[config.mk]
export PLATFORM = sky130hd
export DESIGN_NAME = xiphy_dly_update_seq
export DESIGN_NICKNAME = d
export VERILOG_FILES = /design/src/rtl/xiphy_dly_pkg.sv /design/src/rtl/xiphy_dly_lane_demux.sv /design/src/rtl/xiphy_dly_update_seq.sv
export SDC_FILE = /design/constraint.sdc
export NUM_CORES = 1
export LEC_CHECK = 0
export CAP_MARGIN = 10
export CORE_ASPECT_RATIO = 0.9
export CORE_MARGIN = 4
export CORE_UTILIZATION = 33
export DETAILED_ROUTE_END_ITERATION = 7
export PLACE_DENSITY = 0.77
export SLEW_MARGIN = 10
export SYNTH_ARGS = -nofsm -noshare
export SYNTH_HDL_FRONTEND = slang
export SYNTH_SLANG_ARGS = --single-unit
[constraint.sdc]
create_clock -name clk -period 4.05 [get_ports clk]
set_input_delay 1.0125 -clock clk [delete_from_list [all_inputs] [get_ports clk]]
set_output_delay 1.0125 -clock clk [all_outputs]
set_load 0.005 [all_outputs]
[src/rtl/xiphy_dly_pkg.sv]
// Shared op/state types and tap helpers for the XiPHY delay-update sequencer.
// Optional shadow tap tracking in the top is enabled by XIPHY_DLY_SHADOW_EN.
package xiphy_dly_pkg;

    typedef enum logic [1:0] {
        DLY_INC  = 2'd0,
        DLY_DEC  = 2'd1,
        DLY_LOAD = 2'd2,
        DLY_READ = 2'd3
    } dly_op_e;

    typedef enum logic [2:0] {
        ST_IDLE,
        ST_VTC_OFF,
        ST_STEP_HI,
        ST_STEP_LO,
        ST_LOAD,
        ST_READBACK,
        ST_VTC_ON,
        ST_RESP
    } dly_state_e;

    function automatic logic [31:0] max_tap(input int unsigned width);
        return (width >= 32) ? 32'hFFFF_FFFF : ((32'd1 << width) - 32'd1);
    endfunction

endpackage

[src/rtl/xiphy_dly_lane_demux.sv]
// Fans the sequencer's single-lane controls out to the selected bitslice
// and muxes that lane's CNTVALUEOUT back; unselected lanes stay idle.
module xiphy_dly_lane_demux
    import xiphy_dly_pkg::*;
#(
    parameter int NUM_LANES = 8,
    parameter int CNT_WIDTH = 9,
    parameter int LANE_W    = 3
) (
    input  logic [LANE_W-1:0]              lane,
    input  logic                           ce,
    input  logic                           inc,
    input  logic                           ld,
    input  logic                           vtc_off,
    input  logic [CNT_WIDTH-1:0]           cntvaluein,
    output logic [CNT_WIDTH-1:0]           cntvalueout,
    output logic [NUM_LANES-1:0]           dly_ce,
    output logic [NUM_LANES-1:0]           dly_inc,
    output logic [NUM_LANES-1:0]           dly_ld,
    output logic [NUM_LANES*CNT_WIDTH-1:0] dly_cntvaluein,
    output logic [NUM_LANES-1:0]           dly_en_vtc,
    input  logic [NUM_LANES*CNT_WIDTH-1:0] dly_cntvalueout
);

    always_comb begin
        dly_ce         = '0;
        dly_inc        = '0;
        dly_ld         = '0;
        dly_cntvaluein = '0;
        dly_en_vtc     = '1;
        cntvalueout    = '0;
        for (int i = 0; i < NUM_LANES; i++) begin
            if (LANE_W'(i) == lane) begin
                dly_ce[i]     = ce;
                dly_inc[i]    = inc;
                dly_ld[i]     = ld;
                dly_en_vtc[i] = ~vtc_off;
                dly_cntvaluein[i*CNT_WIDTH +: CNT_WIDTH] = cntvaluein;
                cntvalueout = dly_cntvalueout[i*CNT_WIDTH +: CNT_WIDTH];
            end
        end
    end

endmodule

[src/rtl/xiphy_dly_update_seq.sv]
// VTC-safe delay-update sequencer for XiPHY bitslice IDELAY/ODELAY lines.
// Define XIPHY_DLY_SHADOW_EN for per-lane shadow taps and rsp_mismatch.
module xiphy_dly_update_seq
    import xiphy_dly_pkg::*;
#(
    parameter int NUM_LANES      = 8,
    parameter int CNT_WIDTH      = 9,
    parameter int STEP_WIDTH     = 6,
    parameter int VTC_SETTLE_CYC = 8,
    parameter int READ_LAT       = 2,
    parameter int LANE_W         = (NUM_LANES > 1) ? $clog2(NUM_LANES) : 1
) (
    input  logic                           clk,
    input  logic                           rst_n,
    input  logic                           req_valid,
    output logic                           req_ready,
    input  logic [LANE_W-1:0]              req_lane,
    input  logic [1:0]                     req_op,
    input  logic [STEP_WIDTH-1:0]          req_steps,
    input  logic [CNT_WIDTH-1:0]           req_value,
    output logic                           rsp_valid,
    input  logic                           rsp_ready,
    output logic [CNT_WIDTH-1:0]           rsp_value,
    output logic                           rsp_clamped,
    output logic                           rsp_err,
`ifdef XIPHY_DLY_SHADOW_EN
    output logic                           rsp_mismatch,
`endif
    output logic [NUM_LANES-1:0]           dly_ce,
    output logic [NUM_LANES-1:0]           dly_inc,
    output logic [NUM_LANES-1:0]           dly_ld,
    output logic [NUM_LANES*CNT_WIDTH-1:0] dly_cntvaluein,
    output logic [NUM_LANES-1:0]           dly_en_vtc,
    input  logic [NUM_LANES*CNT_WIDTH-1:0] dly_cntvalueout
);

    localparam logic [CNT_WIDTH-1:0] TAP_MAX = CNT_WIDTH'(max_tap(CNT_WIDTH));
    localparam int CMAX = (VTC_SETTLE_CYC > READ_LAT) ? VTC_SETTLE_CYC : READ_LAT;
    localparam int CW   = $clog2(CMAX + 1);

    dly_state_e            state_q, state_d;
    dly_op_e               op_q, op_d;
    logic [LANE_W-1:0]     lane_q, lane_d;
    logic [STEP_WIDTH-1:0] rem_q, rem_d;
    logic [CNT_WIDTH-1:0]  value_q, value_d;
    logic [CW-1:0]         cnt_q, cnt_d;
    logic [CNT_WIDTH-1:0]  rsp_value_q, rsp_value_d;
    logic                  clamped_q, clamped_d;
    logic                  err_q, err_d;
    logic                  live_q;

    logic                  ce, inc, ld, vtc_off, at_limit;
    logic [CNT_WIDTH-1:0]  cntvaluein, cur_tap;

    always_comb begin
        state_d     = state_q;
        op_d        = op_q;
        lane_d      = lane_q;
        rem_d       = rem_q;
        value_d     = value_q;
        cnt_d       = cnt_q;
        rsp_value_d = rsp_value_q;
        clamped_d   = clamped_q;
        err_d       = err_q;
        ce          = 1'b0;
        inc         = 1'b0;
        ld          = 1'b0;
        vtc_off     = 1'b0;
        cntvaluein  = '0;
        at_limit    = (op_q == DLY_INC) ? (cur_tap == TAP_MAX) : (cur_tap == '0);

        unique case (state_q)
            ST_IDLE: begin
                if (req_valid && live_q) begin
                    lane_d      = req_lane;
                    op_d        = dly_op_e'(req_op);
                    rem_d       = req_steps;
                    value_d     = req_value;
                    rsp_value_d = '0;
                    clamped_d   = 1'b0;
                    cnt_d       = CW'(VTC_SETTLE_CYC - 1);
                    err_d       = (32'(req_lane) >= NUM_LANES);
                    state_d     = err_d ? ST_RESP : ST_VTC_OFF;
                end
            end
            ST_VTC_OFF: begin
                vtc_off = 1'b1;
                if (cnt_q != '0) begin
                    cnt_d = cnt_q - 1'b1;
                end else if (op_q == DLY_LOAD) begin
                    cnt_d   = CW'(1);
                    state_d = ST_LOAD;
                end else if (op_q == DLY_READ || rem_q == '0) begin
                    cnt_d   = CW'(READ_LAT - 1);
                    state_d = ST_READBACK;
                end else begin
                    state_d = ST_STEP_HI;
                end
            end
            ST_STEP_HI: begin
                vtc_off = 1'b1;
                // Limit is checked on the live tap so we never wrap the line.
                if (at_limit) begin
                    clamped_d = 1'b1;
                    cnt_d     = CW'(READ_LAT - 1);
                    state_d   = ST_READBACK;
                end else begin
                    ce      = 1'b1;
                    inc     = (op_q == DLY_INC);
                    rem_d   = rem_q - 1'b1;
                    state_d = ST_STEP_LO;
                end
            end
            ST_STEP_LO: begin
                vtc_off = 1'b1;
                if (rem_q != '0) begin
                    state_d = ST_STEP_HI;
                end else begin
                    cnt_d   = CW'(READ_LAT - 1);
                    state_d = ST_READBACK;
                end
            end
            ST_LOAD: begin
                vtc_off    = 1'b1;
                cntvaluein = value_q;
                ld         = (cnt_q != '0);
                if (cnt_q != '0) begin
                    cnt_d = cnt_q - 1'b1;
                end else begin
                    cnt_d   = CW'(READ_LAT - 1);
                    state_d = ST_READBACK;
                end
            end
            ST_READBACK: begin
                vtc_off = 1'b1;
                if (cnt_q != '0) begin
                    cnt_d = cnt_q - 1'b1;
                end else begin
                    rsp_value_d = cur_tap;
                    state_d     = ST_VTC_ON;
                end
            end
            ST_VTC_ON: state_d = ST_RESP;
            ST_RESP: begin
                if (rsp_ready) state_d = ST_IDLE;
            end
            default: state_d = ST_IDLE;
        endcase
    end

    always_ff @(posedge clk) begin
        if (!rst_n) begin
            state_q     <= ST_IDLE;
            op_q        <= DLY_INC;
            lane_q      <= '0;
            rem_q       <= '0;
            value_q     <= '0;
            cnt_q       <= '0;
            rsp_value_q <= '0;
            clamped_q   <= 1'b0;
            err_q       <= 1'b0;
            live_q      <= 1'b0;
        end else begin
            state_q     <= state_d;
            op_q        <= op_d;
            lane_q      <= lane_d;
            rem_q       <= rem_d;
            value_q     <= value_d;
            cnt_q       <= cnt_d;
            rsp_value_q <= rsp_value_d;
            clamped_q   <= clamped_d;
            err_q       <= err_d;
            live_q      <= 1'b1;
        end
    end

    assign req_ready   = live_q && (state_q == ST_IDLE);
    assign rsp_valid   = (state_q == ST_RESP);
    assign rsp_value   = rsp_value_q;
    assign rsp_clamped = clamped_q;
    assign rsp_err     = err_q;

    xiphy_dly_lane_demux #(
        .NUM_LANES (NUM_LANES),
        .CNT_WIDTH (CNT_WIDTH),
        .LANE_W    (LANE_W)
    ) u_demux (
        .lane            (lane_q),
        .ce              (ce),
        .inc             (inc),
        .ld              (ld),
        .vtc_off         (vtc_off),
        .cntvaluein      (cntvaluein),
        .cntvalueout     (cur_tap),
        .dly_ce          (dly_ce),
        .dly_inc         (dly_inc),
        .dly_ld          (dly_ld),
        .dly_cntvaluein  (dly_cntvaluein),
        .dly_en_vtc      (dly_en_vtc),
        .dly_cntvalueout (dly_cntvalueout)
    );

`ifdef XIPHY_DLY_SHADOW_EN
    logic [CNT_WIDTH-1:0] shadow_q [NUM_LANES];
    logic [CNT_WIDTH-1:0] shadow_sel;

    always_ff @(posedge clk) begin
        if (!rst_n) begin
            for (int i = 0; i < NUM_LANES; i++) shadow_q[i] <= '0;
        end else begin
            for (int i = 0; i < NUM_LANES; i++) begin
                if (LANE_W'(i) == lane_q) begin
                    if (ce)
                        shadow_q[i] <= inc ? shadow_q[i] + 1'b1 : shadow_q[i] - 1'b1;
                    else if (ld)
                        shadow_q[i] <= value_q;
                    else if (state_q == ST_RESP && rsp_ready && !err_q)
                        shadow_q[i] <= rsp_value_q;
                end
            end
        end
    end

    always_comb begin
        shadow_sel = '0;
        for (int i = 0; i < NUM_LANES; i++)
            if (LANE_W'(i) == lane_q) shadow_sel = shadow_q[i];
    end

    assign rsp_mismatch = (state_q == ST_RESP) && !err_q && (shadow_sel != rsp_value_q);
`endif

endmodule

==> parameters.txt, run 1 <==
Parameter                              Value

Global routing
  Global-route wire length before repair    24.25 mm
  Pin count of the biggest net entering global routing    28
  Overall routing resource usage    26.39%
  Overflow after GRT    0
  Antenna violations before repair    3
  Via count of the first global-routing pass    4482

Detailed routing
  Detailed-route via count    4840
  WL per Instance    20.80 um
  Final Routed Wirelength    17.83 mm
  Antenna Nets Post-Route    0
  Number of remaining DRC errors    0
  Initial DRC Count    388
  Router iterations before antenna repair    5
  Mean number of vias per cell    5.648

Synth
  Post-synthesis async set-or-reset flop share    0%
  Share of the synthesized area in compound gates (AO/OA/AOI/OAI)    24.02%
  Area fraction of the dominant cell type after synthesis    23.67%
  Warnings, synthesis    0
  Total nets after synthesis    575
  Top post-synthesis cells by area    sky130_fd_sc_hd__dfxtp_1 24%, sky130_fd_sc_hd__nor2_1 13%, sky130_fd_sc_hd__nand2_1 7.0%, sky130_fd_sc_hd__a21oi_1 4.5%, sky130_fd_sc_hd__mux4_2 3.5%
  Number of synthesized flops with an enable pin    0
  Synth top cells by count    113 x sky130_fd_sc_hd__nor2_1, 60 x sky130_fd_sc_hd__nand2_1, 38 x sky130_fd_sc_hd__dfxtp_1, 29 x sky130_fd_sc_hd__a21oi_1, 28 x sky130_fd_sc_hd__clkbuf_1
  Dominant combinational cell family by area after synthesis    simple AND/OR/NAND/NOR gates
  Cell area after technology mapping    3214 um^2
  Most instantiated library cell after synthesis    sky130_fd_sc_hd__nor2_1
  Most used DFF post-synth    sky130_fd_sc_hd__dfxtp_1
  Arithmetic-cell share of the synthesized area counting full adders, half adders and majority gates    1.557%
  Area share of xor/xnor cells in the synthesized design    0%
  Cell taking the most area after synthesis    sky130_fd_sc_hd__dfxtp_1
  Flip-flop and latch count after synthesis    38
  Proportion of synthesized chip area in sequential cells    23.67%
  Mux cell area share after synthesis    8.330%
  Number of standard cells after synthesis    475
  Mean post-synth cell area    6.767 um^2
  Distinct cell type count after synthesis    56
  Post-synthesis share of cell area spent on and, or, nand and nor gates    35.38%

Timing
  Post-route fraction of the period consumed by the critical path    104.3%
  Setup repair after global routing missed its margin    yes
  FMAX    0.2366 GHz
  Worst Slack Setup Final    -0.1761 ns
  Setup violation total in the final timing report    16
  WHS    0.4566 ns
  Slew at the pin closest to its max-slew limit    0.8394 ns
  Max Transition Viols Final    0
  Worst-case headroom to the max-slew limit    43.52%
  Clock skew    0.009238 ns
  Minimum period implied by the final worst setup slack    4.226 ns
  Number of hold-slack violations in the final timing report    0

Setup path
  Worst setup EP type    primary output
  Cell class contributing the biggest share of worst-path delay    buffers and inverters
  Cell chain of the critical path    clkbuf_2 -> nand2b_1 -> a221oi_2 -> buf_4 -> buf_6 -> a21oi_4 -> buf_6 -> nor4_4 -> nand4_1 -> buf_6 -> buf_6 -> o211ai_4 -> buf_6 -> nor2_2 -> buf_2
  Data required time of the critical path    3.04 ns
  Critical Path Source Type    input pin
  CP Buf/Inv Count    8
  Largest driver fanout on the critical path    4
  Critical path's slowest cell    sky130_fd_sc_hd__o211ai_4
  Worst EP arrival    3.21 ns
  Critical path's largest stage delay    0.30 ns
  Most used cell, CP    sky130_fd_sc_hd__buf_6
  Crit Path Category    input pin to primary output

Final layout
  Area growth from synthesis to final layout    99.77%
  Ratio of cells with drive above 1 in the final layout    26.40%
  Number of filler instances in the final layout    709
  Number of nets in the finished design    830
  Design area    6421 um^2

Floorplanning
  Die Y-Extent    101.6 um
  Num rows    33
  Die area    11390 um^2
  Initial cell density of the core    34.60%
  Boundary pin count    213
  Width of the die    112.0 um
  Placeable Area    9290 um^2

Flow run
  Count of maximum capacitance violations    0

Clock network
  Hold-fix buffers at CTS    0
  CTS tree    built
  Clock buffers created by TritonCTS    5
  Clock latency reported for the late side of the worst-skew pair    0.30 ns
  H-tree depth    2
  CTS root buf    sky130_fd_sc_hd__clkbuf_8
  CTS sink cnt    38
  Buffer levels on the longest clock path    2
  Clock transition at the registers of the reported paths    0.07 ns

Power
  Pwr/cell area    179.9 nW/um^2
  Worst-case vdd ir drop    0.1982 mV
  Final Total Pwr    0.001155 W
  Static leakage    2.613 nW

Place
  Placement Setup Slack    -0.7778 ns
  Number of buffers inserted by port buffering    211
  Routability congestion estimate    0.9173
  DP Wirelength    11.93 mm
  Post-Place Cell Area    5582 um^2

Outcome
  Run status    complete, but fails checks
  Failing checks    setup timing

Worst hold path
  Path class of the lowest-slack min-delay path    flip-flop to flip-flop
==> report_power, final <==
| group | internal (W) | switching, W |
|---|---|---|
| sequential | 0.000391 | 0.0000215 |
| clock | 0.000138 | 0.000139 |
| combinational | 0.000243 | 0.000224 |
==> cell usage in the layout (no fill, tap or decap), types with 6 or more instances in the layout <==
master,count
sky130_fd_sc_hd__a21oi_1,26
sky130_fd_sc_hd__a31oi_1,6
sky130_fd_sc_hd__buf_2,20
sky130_fd_sc_hd__buf_4,56
sky130_fd_sc_hd__buf_6,24
sky130_fd_sc_hd__clkbuf_2,7
sky130_fd_sc_hd__clkbuf_8,6
sky130_fd_sc_hd__clkdlybuf4s50_1,134
sky130_fd_sc_hd__dfxtp_1,37
sky130_fd_sc_hd__dlygate4sd2_1,9
sky130_fd_sc_hd__dlymetal6s2s_1,33
sky130_fd_sc_hd__inv_1,12
sky130_fd_sc_hd__mux2i_1,8
sky130_fd_sc_hd__nand2_1,59
sky130_fd_sc_hd__nand2b_1,12
sky130_fd_sc_hd__nand3_1,12
sky130_fd_sc_hd__nor2_1,101
sky130_fd_sc_hd__nor2_2,9
sky130_fd_sc_hd__nor2b_1,6
sky130_fd_sc_hd__nor3_1,8
sky130_fd_sc_hd__o21ai_0,11
sky130_fd_sc_hd__o21ai_2,6
sky130_fd_sc_hd__or3_1,6
==> cells by family (layout without fill, tap and decap cells) <==
| kind of cell | count (synthesis) | count (layout) |
|---|---|---|
| and+or+nand+nor | 251 | 251 |
| adders and majority gates | 4 | 4 |
| AOI/OAI and AO/OA | 109 | 110 |
| muxes | 20 | 20 |
| DFF | 38 | 38 |
| other | 1 | 5 |
| buffers and inverters | 52 | 307 |
==> stage by stage <==
stage          setup TNS, ns  utilization [%]  std cells
3_3_place_gp          -10.14            60.08        804
3_5_place_dp          -11.65            60.08        804
6_report              -1.673            69.12        857
2_1_floorplan              0                -        475
5_1_grt               -3.067            69.09        856
4_1_cts               -1.290            64.51        833
==> worst reg2reg max path, stage by stage, from the launching register on <==
cell and delay, ns:
sky130_fd_sc_hd__dfxtp_1 0.46, sky130_fd_sc_hd__buf_4 0.27, sky130_fd_sc_hd__nor2b_1 0.39, sky130_fd_sc_hd__o2bb2ai_2 0.19, sky130_fd_sc_hd__a211oi_2 0.08, sky130_fd_sc_hd__buf_4 0.16
sky130_fd_sc_hd__nor4_4 0.25, sky130_fd_sc_hd__nand4_1 0.17, sky130_fd_sc_hd__buf_6 0.17, sky130_fd_sc_hd__buf_6 0.12, sky130_fd_sc_hd__o211ai_4 0.22, sky130_fd_sc_hd__buf_6 0.15
sky130_fd_sc_hd__buf_4 0.11, sky130_fd_sc_hd__buf_4 0.09, sky130_fd_sc_hd__buf_4 0.21, sky130_fd_sc_hd__a22oi_1 0.10, sky130_fd_sc_hd__a221oi_1 0.30
==> flip-flops by register name (all words and copies together) (netlist names) <==
name and count:
cnt_q 4, lane_q 3, live_q 1, op_q 2, rem_q 6, rsp_clamped 1
rsp_value 9, state_q 3, value_q 9
==> final cells by class <==
class / count / area [um^2] / share of cell area (%)
antenna: 4 / 10.01 / 0.1559
clock buffer: 7 / 86.33 / 1.345
clock inverter: 1 / 5.005 / 0.07794
inverter: 13 / 48.80 / 0.7599
multi-input combinational: 386 / 2665 / 41.50
sequential: 38 / 764.5 / 11.91
tap: 122 / 152.6 / 2.377
timing repair buffer: 286 / 2689 / 41.87
==> repair_timing <==
item	CTS	global route
resized for setup	160	112
gates cloned	1	0
buffers inserted	20	21
endpoints found under the hold margin	0	0
endpoints found under the setup margin	16	16
pin swaps	28	42
==> routing by layer <==
| metal | track usage [%] | vias to the layer above | routed length [um] |
|---|---|---|---|
| met5 | 0 | - | 0 |
| met4 | 9.242 | 0 | 842 |
| met3 | 4.241 | 63 | 1378 |
| met2 | 48.66 | 297 | 9094 |
| met1 | 31.32 | 2287 | 6511 |
| li1 | - | 2193 | - |
==> path summary, 6_finish.rpt <==
kind / slack, ns / cells past startpoint / startpoint / end
worst max-delay path: -0.18 / 15 / dly_cntvalueout[3] / dly_ce[0]
worst max register to register: 0.53 / 16 / lane_q[0]$_SDFFE_PN0P_ / rem_q[0]$_SDFFE_PN0P_
worst min register to register: 0.46 / 2 / value_q[8]$_SDFFE_PN0P_ / value_q[8]$_SDFFE_PN0P_
worst min-delay path: 0.46 / 2 / value_q[8]$_SDFFE_PN0P_ / value_q[8]$_SDFFE_PN0P_
(Power assumes the default switching activity.)
==> run 2: changes to the inputs <==
--- a/config.mk
+++ b/config.mk
@@ -5,12 +5,14 @@
 export SDC_FILE = /design/constraint.sdc
 export NUM_CORES = 1
 export LEC_CHECK = 0
+export ABC_CLOCK_PERIOD_IN_PS = 4050
 export CAP_MARGIN = 10
 export CORE_ASPECT_RATIO = 0.9
 export CORE_MARGIN = 4
-export CORE_UTILIZATION = 33
+export CORE_UTILIZATION = 36
 export DETAILED_ROUTE_END_ITERATION = 7
-export PLACE_DENSITY = 0.77
+export DONT_BUFFER_PORTS = 1
+export PLACE_DENSITY = 0.51
 export SLEW_MARGIN = 10
 export SYNTH_ARGS = -nofsm -noshare
 export SYNTH_HDL_FRONTEND = slang
==> run 2 against run 1 <==
  * The run now ends clean
  * Routed wire length fell by 35%
  * Sequential power barely moved
  * Final area fell by 47%
  * Count of clock-buffer cells in the layout did not move
  * Die area fell by 7.7%
  * Register-to-register slack improved by 0.31 ns
  * Sequential share of layout area rose by 10 points
  * Core utilization fell by 30 points
  * Sequential cell count did not move
  * Clock power fell by 3%
  * Critical path type unchanged
  * Largest power group is now sequential cells
==> parameters.txt, run 2 (synthesized netlist as in run 1, its figures left out) <==
Parameter                              Value

Outcome
  Run status    complete, no violations

Global routing
  Met3 demand-to-capacity share in global routing    3.588%
  Global-route wire length before repair    17.14 mm
  Via count of the first global-routing pass    3090
  Busiest layer in global routing    met2
  Met2 track utilization from global routing    33.56%
  Antenna violations before repair    0
  Overall routing resource usage    20.40%
  Overflow after GRT    0
  Met1 GRT Util    27.65%
  Pin count of the biggest net entering global routing    28

Final layout
  Area growth from synthesis to final layout    6.462%
  Non-filler cells in the finished layout    577
  Number of nets in the finished design    557
  Antenna diodes    0
  Most frequent cells in the layout    113 x sky130_fd_sc_hd__nor2_1, 60 x sky130_fd_sc_hd__nand2_1, 36 x sky130_fd_sc_hd__dfxtp_1, 29 x sky130_fd_sc_hd__a21oi_1, 17 x sky130_fd_sc_hd__o21ai_0
  Commonest non-fill, non-tap cell in the layout    sky130_fd_sc_hd__nor2_1
  Ratio of cells with drive above 1 in the final layout    9.607%

Detailed routing
  Number of remaining DRC errors    0
  Initial DRC Count    352
  Final Routed Wirelength    11.65 mm
  WL per Instance    20.19 um
  Mean number of vias per cell    5.945
  Router iterations before antenna repair    5
  Detailed-route via count    3430
  Antenna Nets Post-Route    0

Timing
  Max Transition Viols Final    0
  Minimum period implied by the final worst setup slack    3.978 ns
  Clock skew    0.006271 ns
  Post-route fraction of the period consumed by the critical path    98.22%
  Slew at the pin closest to its max-slew limit    0.8933 ns
  Worst-case headroom to the max-slew limit    40.28%
  FMAX    0.2514 GHz
  Worst Slack Setup Final    0.07196 ns
  Setup violation total in the final timing report    0
  Number of hold-slack violations in the final timing report    0

Place
  Number of buffers inserted by port buffering    0
  Routability congestion estimate    0.8613
  Number of instances in the placed design    568
  DP Wirelength    8.922 mm
  Placement Setup Slack    0.03081 ns

Clock network
  Clock buffers created by TritonCTS    5
  Clock transition at the registers of the reported paths    0.08 ns
  Hold-fix buffers at CTS    0
  CTS root buf    sky130_fd_sc_hd__clkbuf_8
  CTS sink cnt    38
  H-tree depth    2
  Clock latency reported for the late side of the worst-skew pair    0.29 ns
  Buffer levels on the longest clock path    2
  CTS tree    built

Worst hold path
  Path class of the lowest-slack min-delay path    flip-flop to flip-flop
  Beginning of the worst hold path    value_q[1]$_SDFFE_PN0P_
  Hold path depth    2
  Worst Hold End    value_q[1]$_SDFFE_PN0P_

Power
  Worst-case vdd ir drop    0.1885 mV
  Pwr/cell area    264.4 nW/um^2
  Static leakage    1.063 nW

Floorplanning
  Boundary pin count    213
  Die area    10510 um^2
  Placeable Area    8648 um^2
  Die Y-Extent    97.65 um
  Width of the die    107.6 um
  Num rows    32
  Initial cell density of the core    37.17%

Setup path
  Cell count of the worst reg-to-reg path    10
  Critical path startpoint    dly_cntvalueout[35]
  Worst setup EP type    primary output
  Worst EP arrival    2.97 ns
  Data required time of the critical path    3.04 ns
  Crit Reg-Reg Endpoint    rem_q[0]$_SDFFE_PN0P_
  Crit Path Category    input pin to primary output
  Critical path's slowest cell    sky130_fd_sc_hd__or4_4
  Critical Path Source Type    input pin
  Largest driver fanout on the critical path    9
  Register-to-register setup slack    0.84 ns
  Cell class contributing the biggest share of worst-path delay    multiplexers
  CP Buf/Inv Count    1
  Cell chain of the critical path    mux4_2 -> mux2_2 -> a311oi_2 -> o211ai_1 -> or4_4 -> o211ai_4 -> buf_12 -> nor2_1
  R2R Path Start    lane_q[0]$_SDFFE_PN0P_
  Critical path's largest stage delay    0.56 ns

Flow run
  Count of maximum capacitance violations    0
## run 2: cell count changes in the layout (fill, tap and decap cells not counted), sizes merged
cell           before  now
o211ai              7    6
clkbuf             14    7
buf               100   14
diode               4    0
dlygate4sd2         9    0
clkinv              2    1
clkdlybuf4s15       3    0
clkdlybuf4s50     134    0
clkinvlp            0    1
dlymetal6s2s       33    0
## run 2: per-layer routing
metal	vias up	part of all wire, %
li1	1629	-
met1	1611	43
met2	174	47
met3	16	8.1
met4	0	1.6
met5	-	0
## run 2: metrics by stage
stage	util [%]	instance area (um^2)	power (W)	hold WS (ns)	setup TNS, ns
after floorplan	-	3214	0.0005891	0.4366	0
after global placement	38.02	3288	0.0006377	0.4426	0
after detailed placement	38.02	3288	0.0006404	0.4499	0
after CTS	39.18	3388	0.0009147	0.4617	0
after global routing	39.57	3422	0.0009683	0.4764	-0.07584
final	39.57	3422	0.0009047	0.4603	0
## run 2: worst max-delay path by stage
stage	to	slack (ns)	depth (start not counted)
2_1_floorplan	dly_ce[0]	0.08	8
3_3_place_gp	dly_ce[5]	0.05	7
3_5_place_dp	dly_ce[5]	0.03	7
4_1_cts	dly_ce[5]	0.001	8
5_1_grt	dly_ce[5]	-0.02	9
6_report	dly_ce[5]	0.07	8
## run 2: area by class of cell
cell class | instances | area, um^2
Clock inverter | 1 | 5.005
Sequential cell | 38 | 765.7
Clock buffer | 7 | 86.33
Timing Repair Buffer | 14 | 117.6
Tap cell | 119 | 148.9
Fill cell | 931 | 5226
Multi-Input combinational cell | 385 | 2246
Inverter | 13 | 52.55
## run 2: worst reg2reg max path: stages (launching register included)
cell and delay, ns:
sky130_fd_sc_hd__dfxtp_1 0.50, sky130_fd_sc_hd__nor2b_1 0.47, sky130_fd_sc_hd__a22oi_1 0.27, sky130_fd_sc_hd__a311oi_2 0.32, sky130_fd_sc_hd__o211ai_1 0.12, sky130_fd_sc_hd__or4_4 0.56, sky130_fd_sc_hd__o211ai_4 0.11, sky130_fd_sc_hd__buf_12 0.16
sky130_fd_sc_hd__buf_4 0.23, sky130_fd_sc_hd__a22oi_1 0.10, sky130_fd_sc_hd__a221oi_1 0.30
## run 2: repair_timing
item,in CTS,in global routing
setup buffers,0,1
endpoints found under the hold margin,0,0
endpoints found under the setup margin,8,16
pin swaps,0,2
resized for setup,1,5
## run 2: report_power, final
part           leakage, nW  switching [W]  internal [W]
clock               0.0482       0.000133      0.000137
sequential           0.311      0.0000228      0.000391
combinational        0.704       0.000134     0.0000872
==> edit (flow settings as in run 2) <==
Re-encode `dly_state_e` (8 states) as Gray code, 3 bits wide.
--- a/src/rtl/xiphy_dly_pkg.sv
+++ b/src/rtl/xiphy_dly_pkg.sv
@@ -10,14 +10,14 @@
     } dly_op_e;
 
     typedef enum logic [2:0] {
-        ST_IDLE,
-        ST_VTC_OFF,
-        ST_STEP_HI,
-        ST_STEP_LO,
-        ST_LOAD,
-        ST_READBACK,
-        ST_VTC_ON,
-        ST_RESP
+        ST_IDLE     = 3'b000,
+        ST_VTC_OFF  = 3'b001,
+        ST_STEP_HI  = 3'b011,
+        ST_STEP_LO  = 3'b010,
+        ST_LOAD     = 3'b110,
+        ST_READBACK = 3'b111,
+        ST_VTC_ON   = 3'b101,
+        ST_RESP     = 3'b100
     } dly_state_e;
 
     function automatic logic [31:0] max_tap(input int unsigned width);
Formal check against the unedited RTL: no difference found for any inputs over 10 cycles, from zero or initial values and one cycle with rst_n low; not proved beyond that.
==> edit against run 2 <==
Via count shrank 1.9%. Worst hold slack got worse by 0.0049 ns. Synthesized area fell by 0.58%. Core utilization down 0.38 points. Setup slack better by 0.016 ns. Final area is 1.4% lower. Clock skew shrank 0.0033 ns. Die area is 0.55% lower. Non-clock buffer count shrank 4. Critical endpoint is now dly_ce[3]. Wire length decreased by 0.96%. Sequential cell count did not move.
Power is not compared: it rests on default switching activity, and its combinational part moved more than twofold at a synthesized area within 25%.
==> edit: results (changes against run 2) <==
[run_status]
run_status = finished clean

[logic_synthesis]
yosys.area_share.xor_xnor = 0  ; unchanged
synth.cells.most_frequent = 116 x sky130_fd_sc_hd__nor2_1, 65 x sky130_fd_sc_hd__nand2_1, 38 x sky130_fd_sc_hd__dfxtp_1, 31 x sky130_fd_sc_hd__a21oi_1, 26 x sky130_fd_sc_hd__clkbuf_1
synth_adder_area_share = 0.0157  ; +0.0000914
synth-seq-area-share = 0.238  ; +0.00139
post_synth_mux_area_share = 0.113  ; +0.0295
synth.net_count = 567  ; -1.4%
synth_compound_area_frac = 0.201  ; -0.0389
synth_cell_types = 55  ; -1.8%
synth_warnings = 0  ; unchanged
netlist_top_cells_area = sky130_fd_sc_hd__dfxtp_1 24%, sky130_fd_sc_hd__nor2_1 14%, sky130_fd_sc_hd__nand2_1 7.6%

[clocking]
number_of_buffers_added_by_the_clock_tree_synthesis_step = 5  ; unchanged
cts.path.max_buffers = 2  ; unchanged
insertion_delay_ns = 0.29  ; about the same
clk_pin_slew_worst_paths_ns = 0.07

[placement]
dp_slack_ns = 0.0594  ; +0.0286 ns
io_buffers = 0  ; unchanged
hpwl_microns = 8960  ; +0.47%
finalWeightedCongestion = 0.820  ; -4.8%

[timing]
worst_slew_margin_rel = 0.340  ; -0.0630
timing.clock.skew_ns = 0.00298  ; -0.00329 ns

[final_layout]
n_antenna_cell = 0  ; unchanged
fin_nets = 548  ; -1.6%
post_route_cells_drive_above_1_share = 0.0980  ; +0.00193

[worst_setup_path]
worst_path_largest_cell_delay_ns = 0.47  ; -0.09 ns
cp_data_arrival_time_ns = 2.95  ; -0.02 ns
number_of_cell_instances_on_the_worst_register_to_register_path = 9  ; -1
crit_path_max_fanout = 9  ; unchanged
timing.critical_path.slowest_stage_cell = sky130_fd_sc_hd__mux4_2

[grt]
global_route_wire_length_before_repair_microns = 17100  ; about the same
grt_max_degree = 32  ; +14%
grt_use_total = 0.203  ; -0.000801
first_global_vias = 3040  ; -1.6%
antenna_found_initial = 0  ; unchanged

[routing]
wl_per_cell_microns = 20.3  ; +0.61%
first_iter_violations = 380  ; +8.0%
avgViaCountPerCell = 5.92  ; -0.37%
firstDrtPassIters = 5  ; unchanged

[worst_hold_path]
min_path_cells = 2  ; unchanged

[power]
p_leak_nw = 1.07

==> edit: changes by cell type in the layout (fill, tap and decap cells not counted), moves of 4 or more <==
cell / before / now
sky130_fd_sc_hd__o21ai_0: 17 / 8
sky130_fd_sc_hd__a221oi_1: 11 / 5
sky130_fd_sc_hd__mux4_2: 5 / 10
sky130_fd_sc_hd__nand2_1: 60 / 65
sky130_fd_sc_hd__a31oi_1: 6 / 10
sky130_fd_sc_hd__buf_4: 13 / 9
sky130_fd_sc_hd__nor2b_1: 8 / 12
sky130_fd_sc_hd__or2_2: 1 / 5
==> edit: layout make-up <==
| cell class | instances | area [sq um] |
|---|---|---|
| clock inverter | 1 | 5.00 |
| timing repair buffer | 10 | 87.6 |
| tap | 119 | 149 |
| fill | 934 | 5240 |
| clock buffer | 7 | 86.3 |
| inverter | 10 | 37.5 |
| multi-input combinational | 383 | 2240 |
| sequential | 38 | 766 |
==> edit: cells by family (layout without fill, tap and decap cells) <==
| kind of cell | Yosys count | after routing |
|---|---|---|
| mux | 23 | 23 |
| fa+ha+maj | 4 | 4 |
| buf+inv | 46 | 28 |
| simple gates | 260 | 260 |
| flops | 38 | 38 |
| other cells | 1 | 1 |
| compound gates | 95 | 95 |
==> edit: stage by stage <==
stage                     power (mW)  utilization  instance area, sq um  instances
after floorplan                0.991            -                  3200        467
after global placement          1.12        0.380                  3270        560
after detailed placement        1.13        0.380                  3270        560
after CTS                       1.41        0.391                  3360        568
after global routing            1.52        0.392                  3370        568
final                           1.41        0.392                  3370        568
==> edit: path summary, 6_finish.rpt <==
| check | slack, ns | endpoint | startpoint |
|---|---|---|---|
| worst max register to register | 1.02 | cnt_q[2]$_SDFFE_PN0P_ | lane_q[0]$_SDFFE_PN0P_ |
| worst min-delay path | 0.46 | value_q[7]$_SDFFE_PN0P_ | value_q[7]$_SDFFE_PN0P_ |
| worst min register to register | 0.46 | value_q[7]$_SDFFE_PN0P_ | value_q[7]$_SDFFE_PN0P_ |
| worst max-delay path | 0.09 | dly_ce[3] | dly_cntvalueout[27] |
==> edit: report_power, final <==
group	switching [mW]	internal, mW
clock	0.134	0.137
combinational	0.388	0.253
sequential	0.0674	0.426
total	0.589	0.816
==> edit: per-layer routing <==
metal,share of wire,up-vias,wire [microns],global-route usage
met4,0.0084,0,97,0.0354
met5,0,-,0,0
met3,0.069,12,793,0.0359
li1,-,1584,-,-
met1,0.46,1610,5280,0.285
met2,0.46,158,5370,0.329
==> edit: worst max-delay path: cells and delay by family <==
kind	cells	cell delay, ns
multiplexers	2	0.75
AND/OR/NAND/NOR	3	0.48
AO/OA/AOI/OAI	2	0.70
==> edit: timing repair <==
action                     in CTS  in global routing
setup endpoints to repair       0                 16
gates resized for setup         0                  3
hold buffers                    0                  0
